==> src/rtl/fp16_iterative_divider.sv <==
// fp16_iterative_divider: sequential IEEE-754 half-precision divider (a / b), one quotient bit per cycle, fixed 16-edge latency
//   clk    : rising-edge clock
//   reset  : asynchronous active-low reset
//   start  : request, sampled only in IDLE; a and b are captured on the accepting edge
//   busy   : high from the accepted start until the done edge
//   done   : one-cycle pulse, result valid from this cycle
//   result : quotient, held until the next done
module fp16_iterative_divider #(
   parameter int DATA_WIDTH = 16,
   parameter int EXP_WIDTH  = 5,
   parameter int MANT_WIDTH = 10
) (
   input  logic                  clk,
   input  logic                  reset,
   input  logic                  start,
   input  logic [DATA_WIDTH-1:0] a,
   input  logic [DATA_WIDTH-1:0] b,
   output logic                  busy,
   output logic                  done,
   output logic [DATA_WIDTH-1:0] result
);
   typedef enum logic [1:0] {IDLE, DIV, ROUND} state_t;
   state_t state_q, state_d;
   logic [3:0] cnt_q, cnt_d;
   logic [DATA_WIDTH-1:0] a_q, a_d, b_q, b_d, res_q, res_d;
   logic [11:0] r_q, r_d;
   logic [14:0] q_q, q_d;
   logic done_q, done_d;
   logic sa, sb, s;
   logic [EXP_WIDTH-1:0] ea, eb;
   logic [MANT_WIDTH-1:0] fa, fb;
   logic za, zb, ia, ib, na, nb;
   logic ge;
   logic [11:0] r_sub;
   logic norm, guard, sticky, inc;
   logic [9:0] mant_t;
   logic [10:0] mant_r;
   logic signed [6:0] e0, e_f;
   logic [15:0] special, normal, final_res;
   logic is_nan, is_inf, is_zero;
   assign sa = a_q[DATA_WIDTH-1];
   assign sb = b_q[DATA_WIDTH-1];
   assign ea = a_q[DATA_WIDTH-2 -: EXP_WIDTH];
   assign eb = b_q[DATA_WIDTH-2 -: EXP_WIDTH];
   assign fa = a_q[MANT_WIDTH-1:0];
   assign fb = b_q[MANT_WIDTH-1:0];
   assign s  = sa ^ sb;
   // exp=0 is flushed to zero, so subnormal operands never reach the mantissa path
   assign za = ea == '0;
   assign zb = eb == '0;
   assign ia = &ea && fa == '0;
   assign ib = &eb && fb == '0;
   assign na = &ea && fa != '0;
   assign nb = &eb && fb != '0;
   // restoring step: r stays below 2*mb, so 12 bits always suffice
   assign ge    = r_q >= {1'b0, 1'b1, fb};
   assign r_sub = ge ? r_q - {1'b0, 1'b1, fb} : r_q;
   assign norm   = q_q[14];
   assign mant_t = norm ? q_q[13:4] : q_q[12:3];
   assign guard  = norm ? q_q[3] : q_q[2];
   assign sticky = (norm ? |q_q[2:0] : |q_q[1:0]) | (|r_q);
   assign inc    = guard & (sticky | mant_t[0]);
   assign mant_r = {1'b0, mant_t} + {10'd0, inc};
   assign e0  = $signed({2'b00, ea}) - $signed({2'b00, eb}) + (norm ? 7'sd15 : 7'sd14);
   assign e_f = e0 + $signed({6'd0, mant_r[10]});
   assign normal = e_f >= 7'sd31 ? {s, 5'h1F, 10'h000} :
                   e_f <= 7'sd0  ? {s, 15'h0000} : {s, e_f[4:0], mant_r[9:0]};
   assign is_nan  = na | nb | (za & zb) | (ia & ib);
   assign is_inf  = ia | zb;
   assign is_zero = za | ib;
   assign special = is_nan ? 16'h7E00 : is_inf ? {s, 5'h1F, 10'h000} : {s, 15'h0000};
   assign final_res = (is_nan | is_inf | is_zero) ? special : normal;
   always_comb begin
      state_d = state_q;
      cnt_d   = cnt_q;
      a_d     = a_q;
      b_d     = b_q;
      r_d     = r_q;
      q_d     = q_q;
      res_d   = res_q;
      done_d  = 1'b0;
      case (state_q)
         IDLE: if (start) begin
            state_d = DIV;
            cnt_d   = '0;
            a_d     = a;
            b_d     = b;
            r_d     = {2'b01, a[MANT_WIDTH-1:0]};
            q_d     = '0;
         end
         DIV: begin
            q_d     = {q_q[13:0], ge};
            r_d     = {r_sub[10:0], 1'b0};
            cnt_d   = cnt_q + 4'd1;
            state_d = cnt_q == 4'd14 ? ROUND : DIV;
         end
         ROUND: begin
            res_d   = final_res;
            done_d  = 1'b1;
            state_d = IDLE;
         end
         default: state_d = IDLE;
      endcase
   end
   always_ff @(posedge clk or negedge reset) begin
      if (!reset) begin
         state_q <= IDLE;
         cnt_q   <= '0;
         a_q     <= '0;
         b_q     <= '0;
         r_q     <= '0;
         q_q     <= '0;
         res_q   <= '0;
         done_q  <= 1'b0;
      end else begin
         state_q <= state_d;
         cnt_q   <= cnt_d;
         a_q     <= a_d;
         b_q     <= b_d;
         r_q     <= r_d;
         q_q     <= q_d;
         res_q   <= res_d;
         done_q  <= done_d;
      end
   end
   assign busy   = state_q != IDLE;
   assign done   = done_q;
   assign result = res_q;
endmodule
==> config.mk <==
export PLATFORM = sky130hd
export DESIGN_NAME = fp16_iterative_divider
export DESIGN_NICKNAME = d
export VERILOG_FILES = /design/src/rtl/fp16_iterative_divider.sv
export SDC_FILE = /design/constraint.sdc
export NUM_CORES = 1
export LEC_CHECK = 0
export ABC_AREA = 1
export BUFFER_PORTS_ARGS = -buffer_cell sky130_fd_sc_hd__buf_2
export CORE_MARGIN = 2
export CORE_UTILIZATION = 59
export CTS_CLUSTER_DIAMETER = 120
export DETAILED_ROUTE_END_ITERATION = 10
export HOLD_SLACK_MARGIN = 0.15
export PLACE_DENSITY_LB_ADDON = 0.3
export SLEW_MARGIN = 40
export SYNTH_ARGS = -nofsm -noshare
export SYNTH_HDL_FRONTEND = slang
export SYNTH_SLANG_ARGS = --single-unit
export TNS_END_PERCENT = 30
==> constraint.sdc <==
create_clock -name clk -period 4.7 [get_ports clk]
set_input_delay 1.175 -clock clk [delete_from_list [all_inputs] [get_ports clk]]
set_output_delay 1.175 -clock clk [all_outputs]
set_load 0.02 [all_outputs]
======== Word-level counts from Yosys, hierarchy flattened ========
Cells that the tools add are included.
storage, ports and cells
  output and inout bits ................... 18
  register bits after elaboration ......... 82
  bits of input ports ..................... 35
  logic and storage cells ................. 74
operators by class
  magnitude comparators ................... 3
  $add $sub $neg .......................... 6
  multiplexer cells ....................... 20
  eq/ne operators ......................... 4
  reductions and logical operators ........ 20
  bitwise operators ....................... 13
operators with widths
  cell                                                                                 number
  15-bit 2-to-1 mux                                                                    4
  16-bit 2-to-1 mux                                                                    2
  15-bit one-hot mux with 2 select lines                                               1
  12-bit one-hot mux with 2 select lines                                               1
  10-bit zero test                                                                     2
  10-bit nonzero test                                                                  2
  12-bit by 11-bit greater-or-equal comparator with 1-bit output                       1
  12-bit 2-to-1 mux                                                                    1
  12-bit OR reduction                                                                  1
  10-bit by 1-bit adder with 11-bit output                                             1
  11-bit 2-to-1 mux                                                                    1
  11-bit subtractor                                                                    1
  5-bit zero test                                                                      2
  10-bit 2-to-1 mux                                                                    1
  5-bit AND reduction                                                                  2
  1-bit bitwise OR                                                                     9
  4-bit one-hot mux with 2 select lines                                                1
  6-bit by 5-bit adder with 7-bit output                                               1
  7-bit by 2-bit adder with 7-bit output                                               1
  7-bit by 6-bit greater-or-equal comparator with 1-bit output, second input constant  1
  7-bit by 1-bit less-or-equal comparator with 1-bit output, second input constant     1
  5-bit by 5-bit subtractor with 6-bit output                                          1
  4-bit by 1-bit adder with 4-bit output, second input constant                        1
  4-bit equality test, second input constant                                           1
  15 further kinds                                                                     26

======== Depth between registers and ports, before layout ========
  depth after elaboration ................. 11
  mapped depth ............................ 25
  mapped depth without buffers ............ 23

======== Least setup slack after synthesis ========
OpenSTA, ideal clock, no wires.
  path type ............................... reg2reg
  start ................................... reg q_q[14]
  end ..................................... reg res_q[12] (netlist: result[12])
  required time ........................... 4.623 ns
  setup time .............................. 0.077 ns
  setup slack ............................. 0.916 ns
  stages on the path, launching flop included .. 22
  period minus slack after synthesis ...... 3.784 ns
  data arrival time ....................... 3.706 ns
  buffers on the path ..................... 2
  cells stage by stage .................... dfrtp_1 buf_4 buf_4 o21ai_0 nand2_1 inv_2 ha_1 inv_1 nor3_2 nand3b_1 or2_1 or2_2 fa_1 ha_1 or2_2 a21oi_1 nand3_1 nand2_1 nand3_1 nand2_1 inv_1 a21oi_1
between the ends
  cells in the longest elaborated chain, start to end .. 10
  elaborated cells between the ends (all ways) .. 15
  those cells by class .................... 3 x add/sub; 2 x order compare; 7 x mux; 3 x bitwise
RTL lines
  what                                                       line  RTL
  start, declared                                            27    logic [14:0] q_q, q_d;
  start signal, assigned                                     121   q_q <= q_d;
  1-bit 2-to-1 mux                                           61    assign sticky = (norm ? |q_q[2:0] : |q_q[1:0]) | (|r_q);
  1-bit bitwise OR                                           61
  1-bit bitwise OR                                           62    assign inc = guard & (sticky | mant_t[0]);
  1-bit bitwise AND                                          62
  10-bit by 1-bit adder with 11-bit output                   63    assign mant_r = {1'b0, mant_t} + {10'd0, inc};
  7-bit by 2-bit adder with 7-bit output (*)                 65    assign e_f = e0 + $signed({6'd0, mant_r[10]});
  7-bit by 1-bit less-or-equal comparator with 1-bit output  67    e_f <= 7'sd0 ? {s, 15'h0000} : {s, e_f[4:0], mant_r[9:0]};
  15-bit 2-to-1 mux                                          67
  15-bit 2-to-1 mux (*)                                      66    assign normal = e_f >= 7'sd31 ? {s, 5'h1F, 10'h000} :
  16-bit 2-to-1 mux (*)                                      72    assign final_res = (is_nan | is_inf | is_zero) ? special : normal;
  end signal, assigned                                       122   res_q <= res_d;
  end, declared                                              25    logic [DATA_WIDTH-1:0] a_q, a_d, b_q, b_d, res_q, res_d;
Mark *: on every way between the ends. The rest lies on a longest branch, timed or not.
A chain may end at the register's enable or synchronous reset.

======== Worst setup path in the final report ========
Ends and elaborated chain as after synthesis.

==> out/qor.csv <==
metric;value;unit
vias;4223;
hold_viol;0;
final_nets;729;
antenna_found_initial;0;
yosys.area.top_type;dfrtp_1;
cp_common_cell;nand2_1;
holdWs;486;ps
core;7770;sq um
setup_violations;0;
synth_seq_cells;82;
dr.pass1.iters;6;
die-area;8790;sq um
rr_startpoint;q_q[14];
yosysWarnings;0;
ys_types;41;
cp.arrival;4340;ps
post-cts-setup-buffer-count;0;
rsz0062_at_grt;false;
period_share;86.3;%
die_w;93.7;microns
fin_skew;6.35;ps
min_to;result[6];
via_per_inst;5.42;
drv_slew;0;
setup_tns;0;ps
die_h;93.7;microns
grt_pass1_wl;19300;microns
ys_seq_area_share;43.2;%
clock-sinks;82;
initial_core_util;61.2;%
cp-end-kind;flip-flop;
cpPeakStageDelay;680;ps
clock-root-buffer;clkbuf_8;
hold_buffers;0;
synth_edf_count;0;
startpoint_type;flip-flop;
htree_num_levels;3;
io_buffer_count;52;
synthTopCellsByArea;dfrtp_1 (43%), nand2_1 (13%), inv_1 (6.2%);
clock_latency;360;ps
drc;0;
wl_per_cell;13.9;microns
synth.top_cell.area_share;43.2;%
cts_resized;0;
routabilityCongestion;0.967;
worst-setup-path-type;flip-flop to flip-flop;
antenna_cells;0;
areaGrowthSynthToFinish;12.4;%
synthCells;620;
drive_gt1_share;14.0;%
grt_pass1_vias;4258;
netlist_area;4750;sq um
synth_compound_area_share;13.2;%
synth-simple-area-share;26.7;%
cp_max_fo;23;
path_delay_family;simple AND/OR/NAND/NOR gates;
layout_commonest_cell;nand2_1;
cp_slowest_cell;dfrtp_1;
synthMuxAreaShare;0;%
grt_max_degree;83;
reg2regPathDepth;20;
io-pin-count;53;
outcome;finished, final reports clean;
drt_iter0_markers;211;
crit_required;4980;ps
async_flop_share;100;%
worst_r2r_endpoint;result[12];
fill_cells;660;
cts_max_path_buffers;2;
final_cell_mix;nand2_1 (160), dfrtp_1 (82), inv_1 (79);
worstPathCellList;nand2_1, o21ai_0, nand2_1, inv_2, ha_1, inv_1, nor3_2, nand3b_1, or2_1, or2_2, fa_1, ha_1, or2_2, a21oi_1, nand3_1, nand2_1, nand3_1, nand2_1, inv_1, a21oi_1;
rows;32;
synth_top_family_by_area;simple AND/OR/NAND/NOR gates;
path_buf_inv;3;
syn_area_per_cell;7.66;sq um
clk_pin_slew;80;ps
cts_tree;yes;
hp-class;flip-flop to flip-flop;
r2r_slack;640;ps
gr-total-overflow;0;
synth-xor-area-share;2.58;%
timing.fmax;0.246;GHz
drt_wl_total;10800;microns
ys.flop_type;dfrtp_1;
worst_pin_slew;715;ps
syn_nets;677;
hold_start;result[6];
dp_hpwl;7980;microns
relSlewSlack;52.3;%
fin_crit;4060;ps
track_usage;27.8;%
hold_depth;2;
ant_nets;0;
cts_made_buffers;9;
maxCapViolations;0;
synth_adder_area_share;6.27;%
==> stage by stage <==
step | area [sq um] | instances | util [%] | setup WS, ps
6_report | 5340 | 779 | 68.7 | 642
5_1_grt | 5340 | 779 | 68.7 | 53.9
4_1_cts | 5340 | 779 | 68.7 | 653
3_5_place_dp | 5100 | 763 | 65.6 | 693
3_3_place_gp | 5090 | 763 | 65.6 | 832
2_1_floorplan | 4750 | 620 | - | 916
==> layout make-up <==
type	count	area [sq um]	share of cell area, %
Timing Repair Buffer	55	289	5.41
Clock inverter	5	85.1	1.59
Multi-Input combinational cell	440	2320	43.4
Clock buffer	11	151	2.84
Sequential cell	82	2050	38.4
Inverter	84	315	5.91
Tap cell	102	128	2.39
==> flip-flops by register name (all words and copies together) (netlist names) <==
| register | flops |
|---|---|
| a_q | 16 |
| b_q | 16 |
| cnt_q | 4 |
| done | 1 |
| q_q | 15 |
| r_q | 12 |
| result | 16 |
| state_q | 2 |
==> synth_stat cells (2+ instances only) <==
library cell,number
inv_1,79
nand3_1,45
inv_2,4
dfrtp_1,82
nor2_1,43
nor3_1,15
o22ai_1,16
a21o_1,2
nand2_2,9
nand4_1,5
a21oi_1,19
nand3b_1,3
o21ai_1,8
xnor2_1,5
nand2_1,161
or2_2,3
clkbuf_1,9
o211ai_1,3
fa_1,3
xor2_1,9
o21ai_0,56
buf_4,2
ha_1,19
nor4_1,3
==> per-layer routing <==
layer	share of wire (%)	track usage [%]	up-vias
li1	-	-	2127
met5	0	0	-
met3	4.4	5.70	12
met4	1.1	7.85	0
met2	49	47.9	91
met1	45	35.4	1993
==> how the worst max path moves through the flow <==
stage | startpoint | to | cells after the start
finish | q_q[14] | result[12] | 20
global route | q_q[14] | result[12] | 20
global placement | q_q[14] | result[13] | 20
floorplan | q_q[14] | result[12] | 21
CTS | q_q[14] | result[12] | 20
detailed placement | q_q[14] | result[12] | 20
==> cell families (layout without fill, tap and decap cells) <==
logic type	after synthesis	after routing
compound gates	112	112
flops	82	82
buf+inv	98	155
fa+ha+maj	22	22
simple gates	292	292
xor+xnor	14	14
==> worst register-to-register path: cells and delay by family, from the launching register on <==
kind,cells,cell delay (ps)
fa+ha+maj,3,910
buf+inv,3,230
compound gates,3,430
simple gates,11,1760
flops,1,680
Power is left out: the tool's default activity adds up to more than one toggle a clock period on the data nets, which glitch-free logic cannot reach.
